<file path="config.mk">
export PLATFORM = sky130hd
export DESIGN_NAME = i2s_rx
export DESIGN_NICKNAME = d
export VERILOG_FILES = /design/src/rtl/i2s_pkg.sv /design/src/rtl/i2s_rx_sync.sv /design/src/rtl/i2s_rx.sv
export SDC_FILE = /design/constraint.sdc
export NUM_CORES = 1
export LEC_CHECK = 0
export ABC_CLOCK_PERIOD_IN_PS = 2050
export BUFFER_PORTS_ARGS = -buffer_cell sky130_fd_sc_hd__buf_2
export CAP_MARGIN = 20
export CORE_MARGIN = 2
export CORE_UTILIZATION = 42
export CTS_BUF_LIST = sky130_fd_sc_hd__clkbuf_8
export DETAILED_ROUTE_END_ITERATION = 7
export GPL_TIMING_DRIVEN = 0
export PLACE_DENSITY = 0.62
export SYNTH_ARGS = -nofsm -noshare
export SYNTH_HDL_FRONTEND = slang
export SYNTH_HIERARCHICAL = 1
export SYNTH_SLANG_ARGS = --single-unit
</file>
<file path="constraint.sdc">
create_clock -name clk -period 2.05 [get_ports clk]
set_input_delay 0.1025 -clock clk [delete_from_list [all_inputs] [get_ports clk]]
set_output_delay 0.1025 -clock clk [all_outputs]
set_load 0.01 [all_outputs]
</file>
<file path="src/rtl/i2s_pkg.sv">
// Shared I2S definitions: default word width and receiver state encoding.
// Used by both the receive and transmit paths.
package i2s_pkg;

  localparam int DATA_BIT_DEF = 16;

  typedef enum logic [1:0] {
    ST_SYNC  = 2'd0,
    ST_LEFT  = 2'd1,
    ST_RIGHT = 2'd2
  } rx_state_e;

endpackage

</file>
<file path="src/rtl/i2s_rx_sync.sv">
// Pin synchronizers for sclk/lrclk/sd, all the same depth so they stay
// aligned, plus a one-cycle strobe on each synchronized sclk rising edge.
module i2s_rx_sync #(
  parameter int SYNC_STAGES = 2
) (
  input  logic clk,
  input  logic reset_n,
  input  logic rx_sclk,
  input  logic rx_lrclk,
  input  logic rx_sd,
  output logic lrclk,
  output logic sd,
  output logic sclk_rise
);

  logic [SYNC_STAGES-1:0] sclk_ff;
  logic [SYNC_STAGES-1:0] lr_ff;
  logic [SYNC_STAGES-1:0] sd_ff;
  logic                   sclk_q;

  always_ff @(posedge clk or negedge reset_n) begin
    if (!reset_n) begin
      sclk_ff <= '0;
      lr_ff   <= '0;
      sd_ff   <= '0;
      sclk_q  <= 1'b0;
    end else begin
      sclk_ff <= (sclk_ff << 1) | SYNC_STAGES'(rx_sclk);
      lr_ff   <= (lr_ff << 1) | SYNC_STAGES'(rx_lrclk);
      sd_ff   <= (sd_ff << 1) | SYNC_STAGES'(rx_sd);
      sclk_q  <= sclk_ff[SYNC_STAGES-1];
    end
  end

  assign lrclk     = lr_ff[SYNC_STAGES-1];
  assign sd        = sd_ff[SYNC_STAGES-1];
  assign sclk_rise = sclk_ff[SYNC_STAGES-1] & ~sclk_q;

endmodule

</file>
<file path="src/rtl/i2s_rx.sv">
// I2S receiver: oversamples the bit clock, deserializes left/right words
// and presents complete stereo pairs on a valid/ready output.
module i2s_rx
  import i2s_pkg::*;
#(
  parameter int DATA_BIT    = DATA_BIT_DEF,
  parameter int SYNC_STAGES = 2
) (
  input  logic                clk,
  input  logic                reset_n,
  input  logic                rx_sclk,
  input  logic                rx_lrclk,
  input  logic                rx_sd,
  output logic [DATA_BIT-1:0] audio_l,
  output logic [DATA_BIT-1:0] audio_r,
  output logic                rd_valid,
  input  logic                rd_ready,
  output logic                overrun,
  output logic                frame_err,
  input  logic                err_clr
);

  localparam int CW = $clog2(DATA_BIT + 1);
  localparam logic [CW-1:0] CNT_FULL = CW'(DATA_BIT);
  localparam logic [CW-1:0] CNT_LAST = CW'(DATA_BIT - 1);

  logic                lrclk_s;
  logic                sd_s;
  logic                rise;

  rx_state_e           state;
  rx_state_e           state_nxt;
  logic                lr_prev;
  logic [CW-1:0]       cnt;
  logic [DATA_BIT-1:0] shreg;
  logic [DATA_BIT-1:0] sh_nxt;
  logic [DATA_BIT-1:0] hold;
  logic                left_ok;

  logic                lr_up;
  logic                lr_dn;
  logic                short_w;
  logic                last_b;
  logic                cnt_clr;
  logic                shift_en;
  logic                left_load;
  logic                pair_load;
  logic                ferr_set;
  logic                lok_clr;

  i2s_rx_sync #(
    .SYNC_STAGES(SYNC_STAGES)
  ) u_sync (
    .clk      (clk),
    .reset_n  (reset_n),
    .rx_sclk  (rx_sclk),
    .rx_lrclk (rx_lrclk),
    .rx_sd    (rx_sd),
    .lrclk    (lrclk_s),
    .sd       (sd_s),
    .sclk_rise(rise)
  );

  assign lr_up   = ~lr_prev & lrclk_s;
  assign lr_dn   = lr_prev & ~lrclk_s;
  assign short_w = cnt < CNT_FULL;
  assign last_b  = cnt == CNT_LAST;
  assign sh_nxt  = (shreg << 1) | DATA_BIT'(sd_s);

  always_ff @(posedge clk or negedge reset_n) begin
    if (!reset_n) state <= ST_SYNC;
    else          state <= state_nxt;
  end

  // The bit seen on the lrclk-change edge is the I2S delay slot: dropped.
  always_comb begin
    state_nxt = state;
    cnt_clr   = 1'b0;
    shift_en  = 1'b0;
    left_load = 1'b0;
    pair_load = 1'b0;
    ferr_set  = 1'b0;
    lok_clr   = 1'b0;
    if (rise) begin
      unique case (state)
        ST_SYNC: begin
          if (lr_dn) begin
            state_nxt = ST_LEFT;
            cnt_clr   = 1'b1;
          end
        end
        ST_LEFT: begin
          if (lr_up) begin
            state_nxt = ST_RIGHT;
            cnt_clr   = 1'b1;
            ferr_set  = short_w;
            lok_clr   = short_w;
          end else if (short_w) begin
            shift_en  = 1'b1;
            left_load = last_b;
          end
        end
        ST_RIGHT: begin
          if (lr_dn) begin
            state_nxt = ST_LEFT;
            cnt_clr   = 1'b1;
            ferr_set  = short_w;
          end else if (short_w) begin
            shift_en  = 1'b1;
            pair_load = last_b & left_ok;
          end
        end
        default: state_nxt = ST_SYNC;
      endcase
    end
  end

  always_ff @(posedge clk or negedge reset_n) begin
    if (!reset_n) begin
      lr_prev <= 1'b0;
      cnt     <= '0;
      shreg   <= '0;
      hold    <= '0;
      left_ok <= 1'b0;
    end else begin
      if (rise) lr_prev <= lrclk_s;
      if (cnt_clr)       cnt <= '0;
      else if (shift_en) cnt <= cnt + 1'b1;
      if (shift_en)  shreg <= sh_nxt;
      if (left_load) hold  <= sh_nxt;
      if (left_load)                 left_ok <= 1'b1;
      else if (lok_clr || pair_load) left_ok <= 1'b0;
    end
  end

  always_ff @(posedge clk or negedge reset_n) begin
    if (!reset_n) begin
      audio_l   <= '0;
      audio_r   <= '0;
      rd_valid  <= 1'b0;
      overrun   <= 1'b0;
      frame_err <= 1'b0;
    end else begin
      if (pair_load) begin
        audio_l  <= hold;
        audio_r  <= sh_nxt;
        rd_valid <= 1'b1;
      end else if (rd_ready) begin
        rd_valid <= 1'b0;
      end
      if (pair_load && rd_valid && !rd_ready) overrun <= 1'b1;
      else if (err_clr)                       overrun <= 1'b0;
      if (ferr_set)     frame_err <= 1'b1;
      else if (err_clr) frame_err <= 1'b0;
    end
  end

endmodule

</file>
# After elaboration in Yosys (flattened, before gate mapping)
# Cells that the tools add are included.
# op_classes
add_sub_neg	1
magnitude_cmp	1
eq_ne	5
muxes	35
bitwise	11
n_reduce_logical	12
# op_table
operator	n
1-bit two-way mux	27
16-bit by 1-bit OR with 16-bit output	1
5-bit two-way mux	2
2-bit nonzero test	5
2-bit by 1-bit OR with 2-bit output	3
1-bit case mux with 2 select lines	3
5-bit by 1-bit adder with 5-bit output, second input constant	1
5-bit by 4-bit == test with 1-bit output, second input constant	1
5-bit < comparator, second input constant	1
1-bit bitwise AND	4
2-bit two-way mux	2
2-bit case mux with 2 select lines	1
1-bit inverter	3
3-bit AND reduction	1
2-bit by 1-bit == test with 1-bit output, second input constant	1
2-bit == test, second input constant	1
1-bit logical AND	2
2-bit logical NOT	1
2-bit by 1-bit inequality test with 1-bit output, second input constant	1
2-bit inequality test, second input constant	1
2-bit OR reduction	1
1-bit logical NOT	1
1-bit logical OR	1
# word_totals
register_bits	82

# Logic depth before layout (Yosys ltp)
# Gate-level depths: netlist of the first run.
# depth
word_depth	9
mapped_depth	7

# Modules after synthesis
# The synthesis of the first run kept the hierarchy.
# modules_own_cells
module	instances	cells_each	area_per_inst_um2	seq_area_each_um2
i2s_rx	1	209	3099.2	1876.8
i2s_rx_sync	1	8	188.9	175.2

# Worst setup path before layout of the first run
# No wires, ideal clock.
# synth_path
path_type	reg2reg
start	register cnt[0]
end	register audio_l[13]
arrival_time_ns	1.763
required_time_ns	1.925
path_slack_ns	0.162
path_stages_with_launch	8
period_less_slack_ns	1.888
cell_sequence	dfrtp_1 > ha_1 > and3_1 > ha_1 > nand3_1 > nor3_4 > buf_2 > mux2_2
# synth_between
elab_chain_len	6
elab_cells_between_ends	7
# synth_lines
item	line	source
start: declaration	i2s_rx.sv:34	logic [CW-1:0] cnt;
start signal: assignment	i2s_rx.sv:128	else if (shift_en) cnt <= cnt + 1'b1;
branches (longest 2 deep; another with 5-bit < comparator)	--	
1-bit two-way mux *	i2s_rx.sv:108	end else if (short_w) begin
1-bit two-way mux *	i2s_rx.sv:104	if (lr_dn) begin
1-bit two-way mux *	i2s_rx.sv:85	unique case (state)
1-bit two-way mux *	i2s_rx.sv:84	if (rise) begin
end signal: assignment	i2s_rx.sv:145	audio_l <= hold;
end: declaration	i2s_rx.sv:14	output logic [DATA_BIT-1:0] audio_l,
# Every way passes the cells marked *.
# A chain may end at the register's enable or synchronous reset.

# Worst setup path in the final report of the first run
# layout_path
start	register cnt[0]
end	register audio_l[4]
# The elaborated chain is that of the path after synthesis.

==> results.tsv, run 1 <==
metric	value	unit
synth_cells	217	
worstPathArrival	2170	ps
synth_edf_count	0	
area_growth	23.6	%
ys_seq_area_share	62.4	%
place_ws	-181	ps
cts_tree	done	
path_class	reg -> reg	
fin_ws	107	ps
die_x	92.5	um
setup_violations	0	
synthMuxAreaShare	21.9	%
grt_pass1_vias	1901	
die_area	0.00855	sq mm
h-tree-depth	3	
wl_per_cell	14.9	um
ctsLongestPathBuffers	2	
synth_compound_area_share	4.49	%
clk_latency	350	ps
ff2ff_path_depth	8	
pwr-share-comb	12.8	%
whs_path_depth	3	
place_hpwl	3840	um
synth_ff_type	dfrtp_1	
async_flop_share	100	%
required	2280	ps
tns	0	ps
drive_gt1_share	52.1	%
utilization	53.2	%
vias_per_cell	4.93	
grt.total_usage	14.7	%
critPathMaxFanout	10	
hp-class	in -> reg	
synth-xor-area-share	0	%
grt_antenna_before_repair	0	
pwr-share-seq	47.9	%
p_leak	2.09	nW
nFillCells	677	
slew_viol_final	0	
gp_congestion	0.774	
period_minus_slack	1940	ps
io_buffer_count	41	
end_kind	flop	
synth_top_family_by_area	multiplexers	
synth-simple-area-share	6.35	%
clock_sinks	82	
multi_input_area	0.00118	sq mm
synth_cell_types	34	
grt_max_degree	49	
hold_violations	0	
period_share	94.8	%
die_h	92.5	um
synth_fa_ha_area_share	2.66	%
syn_avg_cell_area	15.2	sq um
layout.nets	295	
ys_ff_latch	82	
routed_wl	5800	um
worst_pin_slew	463	ps
status	finished, final reports clean	
power.density	912	mW/mm^2
syn_area	0.00329	sq mm
cts_made_buffers	9	
p_switching	0.000967	W
cts_root_buf	clkbuf_8	
gr-total-overflow	0	
initial_core_util	43.0	%
finalClockSkew	10.4	ps
num_antenna_cells	0	
cap_violations	0	
grt_pass1_wl	9700	um
power.share.clock	39.3	%
hold_ws	41.0	ps
yosysWarnings	6	
start_kind	flop	
syn_nets	231	
rows	32	
p_sw_share	26.1	%
intPower	0.00274	W
io_pins	42	
layout.area.seq	0.00205	sq mm
ir_drop	0.432	mV
drt_iter0_drc	113	
firstDrtPassIters	4	
rsz0062_at_grt	yes	
fmax	515	MHz
ant_nets	0	
core_area	0.00765	sq mm
clk_pin_slew	90	ps
max_slew_margin	69.1	%
via_count	1911	
route.detailed.drc	0	
-- cell families (layout without fill, tap and decap cells) --
logic type,after synthesis,count (layout)
flip-flops,82,82
adder cells (fa/ha/maj),7,7
multiplexers,64,64
AND/OR/NAND/NOR,30,30
AO/OA/AOI/OAI,21,21
buffers and inverters,13,82
-- state kept, by name, indices dropped and copies added (netlist names), 2 cells and up --
name	flops
audio_r	16
u_sync/sclk_ff	2
cnt	5
state	2
hold	16
audio_l	16
u_sync/sd_ff	2
u_sync/lr_ff	2
shreg	15
-- per-layer routing --
metal	global-route usage [%]	routed length, um
met1	19.9	2710
met2	22.5	2760
met3	5.21	255
met4	4.10	68
met5	0	0
-- power groups by stage --
stage	Clock (W)	Sequential (W)	Combinational (W)
6_report	0.00146	0.00177	0.000474
3_3_place_gp	0	0.00180	0.000419
5_1_grt	0.00158	0.00179	0.000536
3_5_place_dp	0	0.00180	0.000440
4_1_cts	0.00151	0.00177	0.000451
2_1_floorplan	0	0.00178	0.000323
-- worst paths after layout --
kind / startpoint / end / slack, ps
setup reg to reg: cnt[0]$_DFFE_PN0P_ / audio_l[4]$_DFFE_PN0P_ / 110
max in group asynchronous: reset_n / frame_err$_DFFE_PN0P_ / 1220
hold / removal: rd_ready / rd_valid$_DFFE_PN0P_ / 40
min in group asynchronous: reset_n / u_sync/sd_ff[0]$_DFF_PN0_ / 240
hold reg to reg: u_sync/sclk_ff[0]$_DFF_PN0_ / u_sync/sclk_ff[1]$_DFF_PN0_ / 350
setup / recovery: cnt[0]$_DFFE_PN0P_ / audio_l[4]$_DFFE_PN0P_ / 110
-- layout by cell type, fill, tap and decap left out, drive strengths merged --
cell type,Yosys,layout
nand2,4,4
buf,7,55
or3b,1,1
o41ai,1,1
or2,1,1
mux2,64,64
or4,2,2
and3b,1,1
nand4,2,2
inv,6,10
clkbuf,0,9
o2bb2ai,1,1
or3,2,2
ha,7,7
nand3,4,4
a21o,2,2
a21oi,9,9
dlygate4sd3,0,5
o31ai,3,3
dfrtp,82,82
nand2b,5,5
o21ai,3,3
nand3b,1,1
bufinv,0,3
nor2b,2,2
o211ai,1,1
nor3,1,1
and3,1,1
o22ai,1,1
nor2,3,3
-- cell usage after synthesis, drive strengths merged (2+ instances only) --
library cell / n / share of area [%]
or4: 2 / 0.46
nand2: 4 / 0.46
a21o: 2 / 0.68
ha: 7 / 2.7
nor2: 3 / 0.57
nand3: 4 / 0.61
inv: 6 / 0.68
or3: 2 / 0.46
dfrtp: 82 / 62
nand4: 2 / 0.57
nand2b: 5 / 0.95
a21oi: 9 / 1.7
o31ai: 3 / 0.68
mux2: 64 / 22
nor2b: 2 / 0.61
o21ai: 3 / 0.46
buf: 7 / 1.5
-- through the flow --
step	area [sq um]	instances	total power (W)
floorplan	3290	217	0.00210
global placement	3620	360	0.00222
finish	4070	388	0.00371
CTS	4010	385	0.00373
detailed placement	3650	361	0.00224
global route	4070	388	0.00390
-- worst max-delay path, stage by stage (launching register included) --
cell and delay, ps:
dfrtp_1 390, ha_2 190, and3_4 180, ha_1 150, nand3_2 100, nor3_4 140
buf_6 170, buf_12 150, mux2_2 330
-- timing repair --
| action | CTS | global route |
|---|---|---|
| setup endpoints to repair | 47 | 49 |
| pin swaps | 1 | 3 |
| buffers inserted | 3 | 3 |
| hold buffers | 5 | 0 |
| gates resized for setup | 9 | 8 |
| hold endpoints to repair | 38 | 0 |
-- layout make-up --
| cell class | count | area share (%) |
|---|---|---|
| plain buffers | 7 | 2.34 |
| flip-flops and latches | 82 | 50.5 |
| repair buffers | 53 | 8.22 |
| multi-input cells | 122 | 29.0 |
| clock inverters | 7 | 3.20 |
| inverters | 6 | 0.554 |
| well taps | 102 | 3.14 |
| clock buffers | 9 | 3.05 |
Power figures use the tool's default switching activity.
==> run 2, diff against run 1 <==
Settings changed: SYNTH_HIERARCHICAL 1 to not set.
==> run 2 against run 1 <==
Maximum frequency fell by 0.31%. Area after synthesis is 0.99% higher. Register-to-register slack hardly changed. Via count about the same. Count of clock-buffer cells in the layout up 2. Routed wire length down 4.3%. Sequential power about the same. Non-clock buffer count down 5.
==> results.tsv, run 2 <==
metric	value	unit	change
synth_commonest_cells	82 x dfrtp_1, 53 x mux2_2, 10 x a21oi_1, 10 x mux2_4, 7 x ha_1		was 82 x dfrtp_1, 64 x mux2_2, 8 x a21oi_1
cts_made_buffers	9		unchanged
fin_ws	101	ps	was 107 ps
period_minus_slack	1950	ps	was 1940 ps
design_area	0.00399	sq mm	was 0.00407 sq mm
dpl_cell_area	0.00368	sq mm	was 0.00365 sq mm
end_kind	flop		unchanged
critPathBufInv	1		was 2
multi_input_area	0.00121	sq mm	was 0.00118 sq mm
ir_drop	0.370	mV	was 0.432 mV
rsz0062_at_grt	no		was yes
io_buffer_count	41		unchanged
io_pins	42		unchanged
crit_path_top_delay_cell	dfrtp_1		unchanged
gr-total-overflow	0		unchanged
worst_pin_slew	472	ps	was 463 ps
tns	0	ps	unchanged
top_regs	audio_l: 16 flops, audio_r: 16 flops, hold: 16 flops		unchanged
via_count	1910		was 1911
h-tree-depth	3		unchanged
area_growth	20.2	%	was 23.6%
cpPeakStageDelay	400	ps	was 390 ps
finalClockSkew	10.3	ps	was 10.4 ps
synth_edf_count	0		unchanged
drive_gt1_share	48.9	%	was 52.1%
clk_latency	350	ps	about the same
nFillCells	697		was 677
grt_pass1_wl	9310	um	was 9700 um
status	finished, final reports clean		unchanged
num_antenna_cells	0		unchanged
utilization	51.9	%	was 53.2%
synth_area_leaders	dfrtp_1 62%, mux2_2 18%, mux2_4 4.5%		was dfrtp_1 62%, mux2_2 22%, ha_1 2.7%
initial_core_util	43.2	%	was 43.0%
path_cells	ha_1, and3_1, ha_1, nand4b_1, nor2_2, nand2_4, buf_6, mux2_2		was ha_2, and3_4, ha_1, nand3_2, nor3_4, buf_6, buf_12, mux2_2
ys_seq_area_share	61.8	%	was 62.4%
vias_per_cell	4.95		was 4.93
synth_ff_type	dfrtp_1		unchanged
synth_cells	220		was 217
cp_common_cell	ha_1		
rows	32		unchanged
grt_pass1_vias	1850		was 1901
grt_max_degree	64		was 49
gp_congestion	0.770		was 0.774
die_area	0.00863	sq mm	was 0.00855 sq mm
cts_tree	done		unchanged
grt_antenna_before_repair	0		unchanged
syn_nets	234		was 231
ctsLongestPathBuffers	2		unchanged
cpLargestDelayFamily	simple AND/OR/NAND/NOR gates		unchanged
syn_area	0.00332	sq mm	was 0.00329 sq mm
power.density	860	mW/mm^2	was 912 mW/mm^2
synth.most_common_cell	dfrtp_1		unchanged
cts_root_buf	clkbuf_8		unchanged
syn_avg_cell_area	15.1	sq um	was 15.2 sq um
synth_top_area_share	61.8	%	was 62.4%
mostFrequentLayoutCell	dfrtp_1		unchanged
path_class	reg -> reg		unchanged
worstPathArrival	2180	ps	was 2170 ps
yosysTopAreaCell	dfrtp_1		unchanged
drt_iter0_drc	51		was 113
die_h	92.9	um	was 92.5 um
grt.total_usage	14.0	%	was 14.7%
wl_per_cell	14.4	um	was 14.9 um
route.detailed.drc	0		unchanged
slew_viol_final	0		unchanged
ys_ff_latch	82		unchanged
layout.nets	293		was 295
synth_cell_types	34		unchanged
core_area	0.00769	sq mm	was 0.00765 sq mm
die_x	92.9	um	was 92.5 um
final_cell_mix	82 x dfrtp_1, 53 x mux2_2, 41 x buf_2		was 82 x dfrtp_1, 64 x mux2_2, 41 x buf_2
hold_ws	52.0	ps	was 41.0 ps
async_flop_share	100	%	unchanged
ant_nets	0		unchanged
place_hpwl	3640	um	was 3840 um
clk_pin_slew	70	ps	was 90 ps
setup_violations	0		unchanged
start_kind	flop		unchanged
required	2280	ps	about the same
place_ws	-157	ps	was -181 ps
layout.area.seq	0.00205	sq mm	unchanged
cap_violations	0		unchanged
hold_violations	0		unchanged
hp-class	in -> reg		unchanged
fmax	513	MHz	was 515 MHz
routed_wl	5550	um	was 5800 um
firstDrtPassIters	4		unchanged
yosysWarnings	0		was 6
clock_sinks	82		unchanged
critPathMaxFanout	10		unchanged
period_share	95.1	%	was 94.8%
max_slew_margin	68.6	%	was 69.1%
p_leak	2.09	nW	about the same
-- run 2: report_power, final --
| group | internal (W) | switching [W] |
|---|---|---|
| clock network | 0.000623 | 0.000561 |
| logic | 0.000214 | 0.000276 |
| registers | 0.00170 | 0.0000638 |
-- run 2: cell families after synthesis --
kind of cell	after synthesis	synth area share, %
flip-flops	82	61.8
AND/OR/NAND/NOR	32	6.74
multiplexers	64	22.8
buffers and inverters	13	2.11
adder cells (fa/ha/maj)	7	2.64
AO/OA/AOI/OAI	22	3.88
-- run 2: cell type report --
cell class              count  share of cell area (%)
plain buffers               6                    1.54
clock buffers              11                    3.79
clock inverters             5                    1.35
inverters                   6                   0.564
multi-input cells         125                    30.3
flip-flops and latches     82                    51.4
well taps                 102                    3.20
repair buffers             49                    7.84
-- run 2: layer usage --
layer	GRT usage [%]	vias to the layer above	wire [um]	part of all wire, %
met5	0	-	0	0
met4	5.76	0	95	1.7
met3	3.82	8	192	3.5
met2	21.1	36	2630	47
met1	19.1	966	2630	47
li1	-	900	-	-
-- run 2: through the flow --
| step | total power, W | cells |
|---|---|---|
| 2_1_floorplan | 0.00212 | 220 |
| 6_report | 0.00343 | 386 |
| 4_1_cts | 0.00347 | 386 |
| 3_5_place_dp | 0.00225 | 364 |
| 5_1_grt | 0.00361 | 386 |
| 3_3_place_gp | 0.00223 | 363 |
-- run 2: what timing repair did --
action,in CTS,in global routing
endpoints found under the hold margin,62,0
hold buffers,5,0
setup endpoints to repair,42,45
pin swaps,0,1
setup buffers,1,1
resized for setup,5,6
-- run 2: worst reg2reg max path: stages (launching register included) --
cell and delay (ps):
dfrtp_1 400, ha_1 220, and3_1 200, ha_1 180
nand4b_1 110, nor2_2 70, nand2_4 130, buf_6 180
mux2_2 350
-- run 2: final timing paths --
kind                                            from                   endpoint  slack [ps]  cells after the start
max                               cnt[0]$_DFFE_PN0P_     audio_l[2]$_DFFE_PN0P_         100                      8
min                                         rd_ready       rd_valid$_DFFE_PN0P_          50                      3
max reg2reg                       cnt[0]$_DFFE_PN0P_     audio_l[2]$_DFFE_PN0P_         100                      8
min reg2reg                u_sync.lr_ff[0]$_DFF_PN0_  u_sync.lr_ff[1]$_DFF_PN0_         350                      0
max in group asynchronous                    reset_n      shreg[14]$_DFFE_PN0P_        1280                      3
min in group asynchronous                    reset_n  u_sync.sd_ff[0]$_DFF_PN0_         180                      2
